$ cat src/rtl/button_debouncer_pkg.sv
// button_debouncer_pkg: shared state encodings and default debounce lengths
package button_debouncer_pkg;
  typedef enum logic [1:0] {
    S_LOW    = 2'd0,
    S_WAIT_H = 2'd1,
    S_HIGH   = 2'd2,
    S_WAIT_L = 2'd3
  } state_t;
  localparam int DEBOUNCE_CYCLES_SIM   = 10;
  localparam int DEBOUNCE_CYCLES_BOARD = 1_000_000;
endpackage

$ cat src/rtl/sync_2ff.sv
// sync_2ff: two-flop synchroniser for an asynchronous single-bit input
module sync_2ff (
  input  logic clk,
  input  logic rst_n,
  input  logic d,
  output logic q
);
  logic r_s1;
  logic r_s2;
  // shift the raw input through two flops to settle metastability
  always_ff @(posedge clk or negedge rst_n)
    if (!rst_n) begin
      r_s1 <= 1'b0;
      r_s2 <= 1'b0;
    end else begin
      r_s1 <= d;
      r_s2 <= r_s1;
    end
  assign q = r_s2;
endmodule

$ cat src/rtl/button_debouncer.sv
// button_debouncer: synchronise, debounce and count presses of a raw button
module button_debouncer
  import button_debouncer_pkg::*;
#(
  parameter int DEBOUNCE_CYCLES = DEBOUNCE_CYCLES_SIM,
  parameter int EVT_W           = 8
) (
  input  logic             clk,
  input  logic             rst_n,
  input  logic             btn_in,
  input  logic             clear_count,
  output logic             btn_out,
  output logic             rise_pulse,
  output logic             fall_pulse,
  output logic [EVT_W-1:0] press_count
);
  localparam int CNT_W = $clog2(DEBOUNCE_CYCLES + 1);
  state_t           r_state, w_state_nxt;
  logic [CNT_W-1:0] r_cnt, w_cnt_nxt;
  logic             r_btn_out, w_out_nxt;
  logic             r_rise, w_rise;
  logic             r_fall, w_fall;
  logic [EVT_W-1:0] r_press;
  logic             w_btn_sync;
  logic             w_last;
  sync_2ff u_sync (
    .clk  (clk),
    .rst_n(rst_n),
    .d    (btn_in),
    .q    (w_btn_sync)
  );
  assign w_last = r_cnt == CNT_W'(DEBOUNCE_CYCLES - 1);
  // next-state logic: a new level must hold DEBOUNCE_CYCLES edges in a WAIT state
  always_comb begin
    w_state_nxt = r_state;
    w_cnt_nxt   = r_cnt;
    w_out_nxt   = r_btn_out;
    w_rise      = 1'b0;
    w_fall      = 1'b0;
    case (r_state)
      S_LOW:
        if (w_btn_sync) begin
          w_state_nxt = S_WAIT_H;
          w_cnt_nxt   = '0;
        end
      S_WAIT_H:
        if (!w_btn_sync) w_state_nxt = S_LOW;
        else if (w_last) begin
          w_state_nxt = S_HIGH;
          w_out_nxt   = 1'b1;
          w_rise      = 1'b1;
        end else w_cnt_nxt = r_cnt + 1'b1;
      S_HIGH:
        if (!w_btn_sync) begin
          w_state_nxt = S_WAIT_L;
          w_cnt_nxt   = '0;
        end
      S_WAIT_L:
        if (w_btn_sync) w_state_nxt = S_HIGH;
        else if (w_last) begin
          w_state_nxt = S_LOW;
          w_out_nxt   = 1'b0;
          w_fall      = 1'b1;
        end else w_cnt_nxt = r_cnt + 1'b1;
    endcase
  end
  // FSM state, counter and registered outputs; pulses come from the same edge as btn_out
  always_ff @(posedge clk or negedge rst_n)
    if (!rst_n) begin
      r_state   <= S_LOW;
      r_cnt     <= '0;
      r_btn_out <= 1'b0;
      r_rise    <= 1'b0;
      r_fall    <= 1'b0;
    end else begin
      r_state   <= w_state_nxt;
      r_cnt     <= w_cnt_nxt;
      r_btn_out <= w_out_nxt;
      r_rise    <= w_rise;
      r_fall    <= w_fall;
    end
  // press counter wraps naturally; a clear wins over a simultaneous rise
  always_ff @(posedge clk or negedge rst_n)
    if (!rst_n) r_press <= '0;
    else r_press <= clear_count ? '0 : w_rise ? r_press + 1'b1 : r_press;
  assign btn_out     = r_btn_out;
  assign rise_pulse  = r_rise;
  assign fall_pulse  = r_fall;
  assign press_count = r_press;
endmodule

$ cat config.mk
export PLATFORM = sky130hd
export DESIGN_NAME = button_debouncer
export DESIGN_NICKNAME = d
export VERILOG_FILES = /design/src/rtl/button_debouncer_pkg.sv /design/src/rtl/sync_2ff.sv /design/src/rtl/button_debouncer.sv
export SDC_FILE = /design/constraint.sdc
export NUM_CORES = 1
export LEC_CHECK = 0
export CAP_MARGIN = 20
export CORE_ASPECT_RATIO = 1.75
export CORE_MARGIN = 2
export CORE_UTILIZATION = 35
export CTS_BUF_LIST = sky130_fd_sc_hd__clkbuf_16
export CTS_CLUSTER_SIZE = 20
export DETAILED_ROUTE_END_ITERATION = 10
export HOLD_SLACK_MARGIN = 0.08
export PLACE_DENSITY = 0.59
export SETUP_SLACK_MARGIN = 0.5
export SYNTH_ARGS = -nofsm -noshare
export SYNTH_HDL_FRONTEND = slang
export SYNTH_SLANG_ARGS = --single-unit
$ cat constraint.sdc
create_clock -name clk -period 2.1 [get_ports clk]
set_clock_uncertainty 0.1 [all_clocks]
set_input_delay 0.21 -clock clk [delete_from_list [all_inputs] [get_ports clk]]
set_output_delay 0.21 -clock clk [all_outputs]
set_load 0.05 [all_outputs]
; Word-level counts from Yosys, hierarchy flattened
; Index checks and enable logic that the tools add are counted.
[word_totals]
register_bits = 19
input_bits = 4
elab_cells = 53
[op_classes]
add_sub_neg = 2
eq_ne = 12
muxes = 25
reduce_logical = 6
[op_table]
columns = cell, n
row1 = $mux W4, 5
row2 = $mux W8, 2
row3 = $pmux W4 S4, 1
row4 = $mux W2, 6
row5 = $mux W1, 9
row6 = $add A8 B1 Y8 const B, 1
row7 = $ne A2 B2 Y1 const B, 4
row8 = $pmux W2 S4, 1
row9 = $reduce_and A4 Y1, 2
row10 = $reduce_and A5 Y1, 1
row11 = $add A4 B1 Y4 const B, 1
row12 = $eq A2 B2 Y1 const B, 2
row13 = $eq A4 B4 Y1 const B, 1
row14 = $ne A2 B1 Y1 const B, 2
row15 = $reduce_bool A2 Y1, 2
row16 = $ne A3 B2 Y1 const B, 1
row17 = $ne A3 B3 Y1 const B, 1
row18 = $eq A2 B1 Y1 const B, 1
row19 = $logic_not A2 Y1, 1
row20 = $pmux W1 S2, 1

; Depth between registers and ports, before layout
; Gate-level depths: netlist of run 1.
[logic_depth]
depth_word = 6
depth_mapped = 6

; Hierarchy
; From an unflattened synthesis of run 1, not the netlist that was laid out.
[unflattened]
cells_unflattened = 89
area_unflattened_um2 = 908.4
[modules_own_cells]
columns = mod, instances, cells_each, area_each_um2
row1 = button_debouncer, 1, 87, 858.3
row2 = sync_2ff, 1, 2, 50.0

; Least setup slack after synthesis of run 1
; No wires, ideal clock.
[synth_timing]
path_kind = reg-to-reg
from = register r_press[0], in the netlist press_count[0]
to = register r_press[2], in the netlist press_count[2]
setup_time_ns = 0.078
t_arrival_ns = 1.607
slack_ns = 0.316
stages_incl_launch_ff = 5
path_buffers = 0
synth_period_minus_slack_ns = 1.784
path_cell_list = dfrtp_1 ha_1 inv_1 or4_1 a21oi_1
[synth_between]
elab_chain_len = 3
[synth_lines]
columns = element, line_no
row1 = "start, declared", button_debouncer.sv:23  ; logic [EVT_W-1:0] r_press;
row2 = "start signal, assigned", button_debouncer.sv:85  ; else r_press <= clear_count ? '0 : w_rise ? r_press + 1'b1 : r_press;
row3 = $add A8 B1 Y8, button_debouncer.sv:85
row4 = $mux W8 (2 in a row), button_debouncer.sv:85
; Every way passes these cells. The select of a mux whose other input is x is not followed.
; A chain may end at the register's enable or synchronous reset.

; Worst setup path in the final report of run 1
[layout_timing]
from = register r_cnt[1]
to = register r_press[2], in the netlist press_count[2]
[layout_between]
elab_chain_len = 5
[layout_lines]
columns = element, line_no
row1 = "start, declared", button_debouncer.sv:19  ; logic [CNT_W-1:0] r_cnt, w_cnt_nxt;
row2 = "start signal, assigned", button_debouncer.sv:77  ; r_cnt <= w_cnt_nxt;
row3 = $eq A4 B4 Y1, button_debouncer.sv:32  ; assign w_last = r_cnt == CNT_W'(DEBOUNCE_CYCLES - 1);
row4 = $mux W1, button_debouncer.sv:48  ; else if (w_last) begin
row5 = $mux W1, button_debouncer.sv:47  ; if (!w_btn_sync) w_state_nxt = S_LOW;
row6 = $mux W1, button_debouncer.sv:40  ; case (r_state)
row7 = $reduce_bool A2 Y1 (no line), -
; Every way passes these cells.

==> results of run 1 <==
flip-flops by register name, summed over array words and instances, names as in the netlist, named ones only:
| register | flops |
|---|---|
| rise_pulse | 1 |
| btn_out | 1 |
| r_cnt | 4 |
| u_sync.r_s1 | 1 |
| fall_pulse | 1 |
| r_state | 1 |
| u_sync.q | 1 |
| press_count | 8 |
power groups by stage:
stage	clock [mW]	combinational, mW	sequential (mW)
after CTS	0.398	0.0650	0.392
final	0.385	0.0672	0.393
after global routing	0.412	0.0743	0.394
after global placement	0	0.0500	0.396
after floorplan	0	0.0352	0.391
after detailed placement	0	0.0525	0.397
placed cells by master, fill, tap and decap left out, types with 4 or more instances in the layout:
| cell type | count |
|---|---|
| dlygate4sd2_1 | 11 |
| dfrtp_1 | 10 |
| dfrtp_2 | 9 |
| o21ai_0 | 7 |
| o31ai_1 | 6 |
| a21oi_1 | 6 |
| buf_4 | 6 |
| nand3_1 | 5 |
| nand2_1 | 5 |
| or4_1 | 4 |
| inv_1 | 4 |
layer usage:
layer,vias to the layer above,track usage [%]
li1,365,-
met1,363,15.9
met2,15,28.3
met3,5,2.24
met4,0,9.38
met5,-,0
what timing repair did:
item	CTS	global route
cloned	1	0
resized for setup	14	6
pin swaps	5	3
setup buffers	6	0
endpoints found under the setup margin	18	7
critical path: cells and delay by family, from the launching register on:
family          cells  cell delay (ps)
fa+ha+maj           1              160
buf+inv             1               80
flops               1              380
compound gates      1              130
simple gates        2              680
kinds of logic (layout without fill, tap and decap cells):
logic type	count (synthesis)	after routing	synth area share [%]
buf+inv	8	29	3.51
compound gates	23	23	14.6
fa+ha+maj	3	3	4.05
mux	1	1	1.22
simple gates	29	30	22.4
xor+xnor	3	3	2.84
flops	19	19	51.4
metrics by stage:
| stage | total power, mW | util [%] | instance area (um^2) | hold slack [ps] | std cells |
|---|---|---|---|---|---|
| global route | 0.880 | 51.6 | 1280 | 218 | 134 |
| CTS | 0.855 | 50.4 | 1260 | 210 | 134 |
| finish | 0.845 | 51.6 | 1280 | 199 | 134 |
| global placement | 0.446 | 45.3 | 1130 | 235 | 123 |
| detailed placement | 0.450 | 45.3 | 1130 | 243 | 123 |
| floorplan | 0.427 | - | 966 | -186 | 86 |
layout make-up:
type | count | area, um^2 | share of cell area [%]
clock inverters | 1 | 3.75 | 0.292
clock buffers | 3 | 75.1 | 5.84
inverters | 4 | 15.0 | 1.17
repair buffers | 21 | 183 | 14.2
well taps | 26 | 32.5 | 2.53
flip-flops and latches | 19 | 487 | 37.9
multi-input cells | 60 | 489 | 38.1
how the worst max path moves through the flow:
stage	from	to
CTS	r_cnt[1]$_DFFE_PN0P_	press_count[3]$_DFFE_PN0P_
global placement	r_cnt[1]$_DFFE_PN0P_	press_count[5]$_DFFE_PN0P_
finish	r_cnt[1]$_DFFE_PN0P_	press_count[2]$_DFFE_PN0P_
detailed placement	r_cnt[1]$_DFFE_PN0P_	press_count[6]$_DFFE_PN0P_
floorplan	press_count[0]$_DFFE_PN0P_	press_count[2]$_DFFE_PN0P_
global route	r_cnt[1]$_DFFE_PN0P_	press_count[0]$_DFFE_PN0P_
==> reports/metrics.csv, run 1 <==
metric,value,unit
status,"complete, no violations",
gp_congestion,0.762,
slowest_stage,or4_4,
avgSynthCellArea,10.8,um^2
wl_met3,70,um
tightestPinTransition,490,ps
synth_cells,86,
worstPathRequired,2170,ps
finalMaxSlewViolations,0,
met1_length,818,um
cap_violations,0,
sw_frac_of_total,21.5,%
highest_layer,met4,
synth_top_area_share,51.4,%
synth.net_count,93,
p_per_area,658,nW/um^2
vias_per_cell,5.58,
post_synth_num_cell_types,28,
yosys_warnings,0,
crit_chain,inv_2 > ha_4 > nand4b_4 > or4_4 > a21oi_2,
ys.flop_type,dfrtp_1,
clock_power_share,45.6,%
regToRegEndpoint,press_count[2]$_DFFE_PN0P_,
hpwl,1340,um
syn_to_final_growth,38.8,%
num_rows,24,
path_max_fanout,7,
rsz0062_at_grt,true,
ys_seq_area_share,51.4,%
die_x,42.9,um
drtPass1Iterations,4,
fp.dieH,72.0,um
wl_met2,1210,um
tns,0,ps
critPathArrivalTime,1680,ps
synthTopCellsByArea,"dfrtp_1, nand4b_4, o31ai_1, a21oi_1, ha_1",
setup_ws,491,ps
drc,0,
slew_headroom,67.5,%
p_leak,0.577,nW
initial_core_util,37.1,%
portBuffers,14,
drive_gt1_share,28.7,%
ys_ff_latch,19,
ir_drop,0.000428,V
ctsHtreeMaxLevel,1,
drt-wirelength-per-cell,16.0,um
grt_pass1_wl,3560,um
cts_tree,yes,
place_ws,311,ps
nFillCells,235,
netlist_area,926,um^2
core_area,2490,um^2
p_comb_share,7.9,%
p_switching,182,uW
start_kind,flop,
antenna_found_initial,0,
cts_max_path_buffers,2,
grt.overflow.total,0,
vias,748,
num_io_pins,15,
clkTransAtPathRegs,50,ps
setup-violations-final,0,
drt_wl_total,2150,um
grt_max_degree,20,
gr-usage-all-layers,15.4,%
numCtsBuffers,3,
slowest_delay,520,ps
grt_pass1_vias,813,
dr.first_iter.drc_count,17,
cts-root-buf,clkbuf_16,
reg2reg_depth,5,
insertion_delay,250,ps
p_int,663,uW
rr_startpoint,r_cnt[1]$_DFFE_PN0P_,
synth_top_area_cell,dfrtp_1,
hold_path.class,primary input to asynchronous set/reset pin,
p_seq_share,46.5,%
fin_nets,116,
die-area,3090,um^2
end_kind,flop,
synth_common_cells,"dfrtp_1, a21oi_1, o21ai_0, o31ai_1",
synth_edf_count,0,
postCtsHoldBufs,0,
ant_nets,0,
layout_min_cycle_time,1610,ps
cts_sinks,19,
criticalPathCategory,flop to flop,
r2r_slack,490,ps
finalCritPeriodShare,76.6,%
diodes,0,
async_flop_share,100,%
final_hold_viol_count,0,
fmax,621,MHz
synth_most_common_cell,dfrtp_1,
Note: power is estimated with default switching activity, not from simulation.
==> run 2: changes to the inputs <==
--- a/config.mk
+++ b/config.mk
@@ -13,7 +13,7 @@
 export CTS_CLUSTER_SIZE = 20
 export DETAILED_ROUTE_END_ITERATION = 10
 export HOLD_SLACK_MARGIN = 0.08
-export PLACE_DENSITY = 0.59
+export PLACE_DENSITY = 0.61
 export SETUP_SLACK_MARGIN = 0.5
 export SYNTH_ARGS = -nofsm -noshare
 export SYNTH_HDL_FRONTEND = slang
==> constraint.sdc (replaced) <==
create_clock -name clk -period 1.4 [get_ports clk]
set_clock_uncertainty 0.1 [all_clocks]
set_input_delay 0.14 -clock clk [delete_from_list [all_inputs] [get_ports clk]]
set_output_delay 0.14 -clock clk [all_outputs]
set_load 0.05 [all_outputs]
==> reports/metrics.csv, run 2 (synthesized netlist as in run 1, its figures left out) <==
metric,value,unit,change
p_leak,0.755,nW,+31%
numCtsBuffers,3,,unchanged
path_max_fanout,5,,-2
num_io_pins,15,,unchanged
rsz0062_at_grt,true,,
gp_congestion,0.729,,-4.3%
layout_min_cycle_time,1580,ps,-33.9 ps
drt-wirelength-per-cell,17.5,um,+9.3%
portBuffers,14,,unchanged
end_kind,flop,,
slew_headroom,82.6,%,+15 points
grt_max_degree,20,,unchanged
fin_nets,138,,+19%
postCtsHoldBufs,0,,unchanged
gr-usage-all-layers,18.3,%,+2.9 points
tns,-1370,ps,-1370 ps
layout_common_cells,"buf_4, buf_12, dfrtp_1, buf_6, dfrtp_2",,
start_kind,flop,,
die_x,42.9,um,unchanged
setup_ws,-175,ps,-666 ps
cts-root-buf,clkbuf_16,,
status,"complete, but fails checks",,
clkTransAtPathRegs,50,ps,about the same
r2r_slack,-180,ps,-670 ps
ctsHtreeMaxLevel,1,,unchanged
p_per_area,780,nW/um^2,+19%
largest_reg_flops,8,,unchanged
initial_core_util,37.1,%,unchanged
reg2reg_depth,5,,unchanged
drive_gt1_share,58.5,%,+30 points
tightestPinTransition,261,ps,-229 ps
finalCritPeriodShare,113,%,+36 points
drt_wl_total,2730,um,+27%
grt_pass1_wl,4190,um,+18%
cts_max_path_buffers,2,,unchanged
critPathArrivalTime,1660,ps,-20 ps
diodes,0,,unchanged
insertion_delay,250,ps,about the same
drtPass1Iterations,4,,unchanged
core_area,2490,um^2,unchanged
ant_nets,0,,unchanged
criticalPathCategory,flop to flop,,
syn_to_final_growth,86.4,%,
nFillCells,180,,-23%
total_power,1.35,mW,+59%
drc,0,,unchanged
finalMaxSlewViolations,0,,unchanged
ir_drop,0.000690,V,+61%
timing.critical_path.from,r_cnt[1]$_DFFE_PN0P_,,
grt.overflow.total,0,,unchanged
vias_per_cell,5.87,,+5.1%
vias,915,,+22%
regToRegEndpoint,press_count[2]$_DFFE_PN0P_,,
die-area,3090,um^2,unchanged
antenna_found_initial,0,,unchanged
grt_pass1_vias,873,,+7.4%
cts_sinks,19,,unchanged
num_rows,24,,unchanged
fmax,635,MHz,+2.2%
rr_startpoint,r_cnt[1]$_DFFE_PN0P_,,
cts_tree,yes,,
setup-violations-final,12,,+12
cap_violations,0,,unchanged
worstPathRequired,1480,ps,-690 ps
mostFrequentLayoutCell,buf_4,,
dr.first_iter.drc_count,18,,+1
final_hold_viol_count,0,,unchanged
hold_path.class,primary input to asynchronous set/reset pin,,
hpwl,1730,um,+28%
fp.dieH,72.0,um,unchanged
violations,negative setup slack,,
## run 2: cell types whose count changed in the layout (fill, tap and decap cells not counted), moves of 3 or more
| cell | before | now |
|---|---|---|
| buf_12 | 0 | 13 |
| dlygate4sd2_1 | 11 | 0 |
| buf_4 | 6 | 16 |
| buf_6 | 1 | 11 |
| o21ai_0 | 7 | 1 |
| o21ai_1 | 0 | 6 |
| o31ai_1 | 6 | 3 |
## run 2: timing repair
item / in CTS / in global routing
gates resized for setup: 28 / 12
gates cloned: 1 / 0
endpoints found under the setup margin: 28 / 28
buffers inserted: 5 / 4
pin swaps: 12 / 6
## run 2: where the power goes
part / leakage, nW / switching [mW] / total [mW] / internal (mW)
registers: 0.239 / 0.0161 / 0.581 / 0.565
clock network: 0.0423 / 0.207 / 0.587 / 0.380
logic: 0.473 / 0.0853 / 0.177 / 0.0916
## run 2: critical path, stage by stage (launching register included)
cell      delay (ps)
dfrtp_1          390
inv_2             80
ha_4             160
nand4b_4         140
or4_4            510
a21oi_2          120
## run 2: worst max-delay path by stage
stage	end	slack [ps]	cells after the start
floorplan	press_count[2]$_DFFE_PN0P_	-150	4
CTS	press_count[7]$_DFFE_PN0P_	-160	5
finish	press_count[2]$_DFFE_PN0P_	-180	5
global route	press_count[2]$_DFFE_PN0P_	-220	5
detailed placement	press_count[6]$_DFFE_PN0P_	-200	5
global placement	press_count[6]$_DFFE_PN0P_	-180	5
## run 2: per-stage QoR
step                std cells  cell area, um^2  utilization (%)  hold slack, ps  setup slack, ps
floorplan                  86              970                -            -256             -154
global placement          142             1380             55.4             236             -175
detailed placement        142             1380             55.4             249             -203
CTS                       152             1610             64.5             141             -159
global route              156             1730             69.2             168             -217
finish                    156             1730             69.2             126             -175
## run 2: final cells by class
cell class | instances | area (um^2) | area share (%)
Multi-Input combinational cell | 60 | 578 | 33.5
Timing Repair Buffer | 43 | 534 | 31.0
Sequential cell | 19 | 484 | 28.1
Clock buffer | 3 | 75.1 | 4.35
Tap cell | 26 | 32.5 | 1.89
Inverter | 4 | 17.5 | 1.02
Clock inverter | 1 | 3.75 | 0.218
## run 2: routing by layer
layer | GRT usage (%) | wire [um] | part of all wire [%]
met1 | 19.4 | 1020 | 37
met2 | 34.7 | 1570 | 58
met3 | 2.24 | 65 | 2.4
met4 | 8.33 | 79 | 2.9
met5 | 0 | 0 | 0
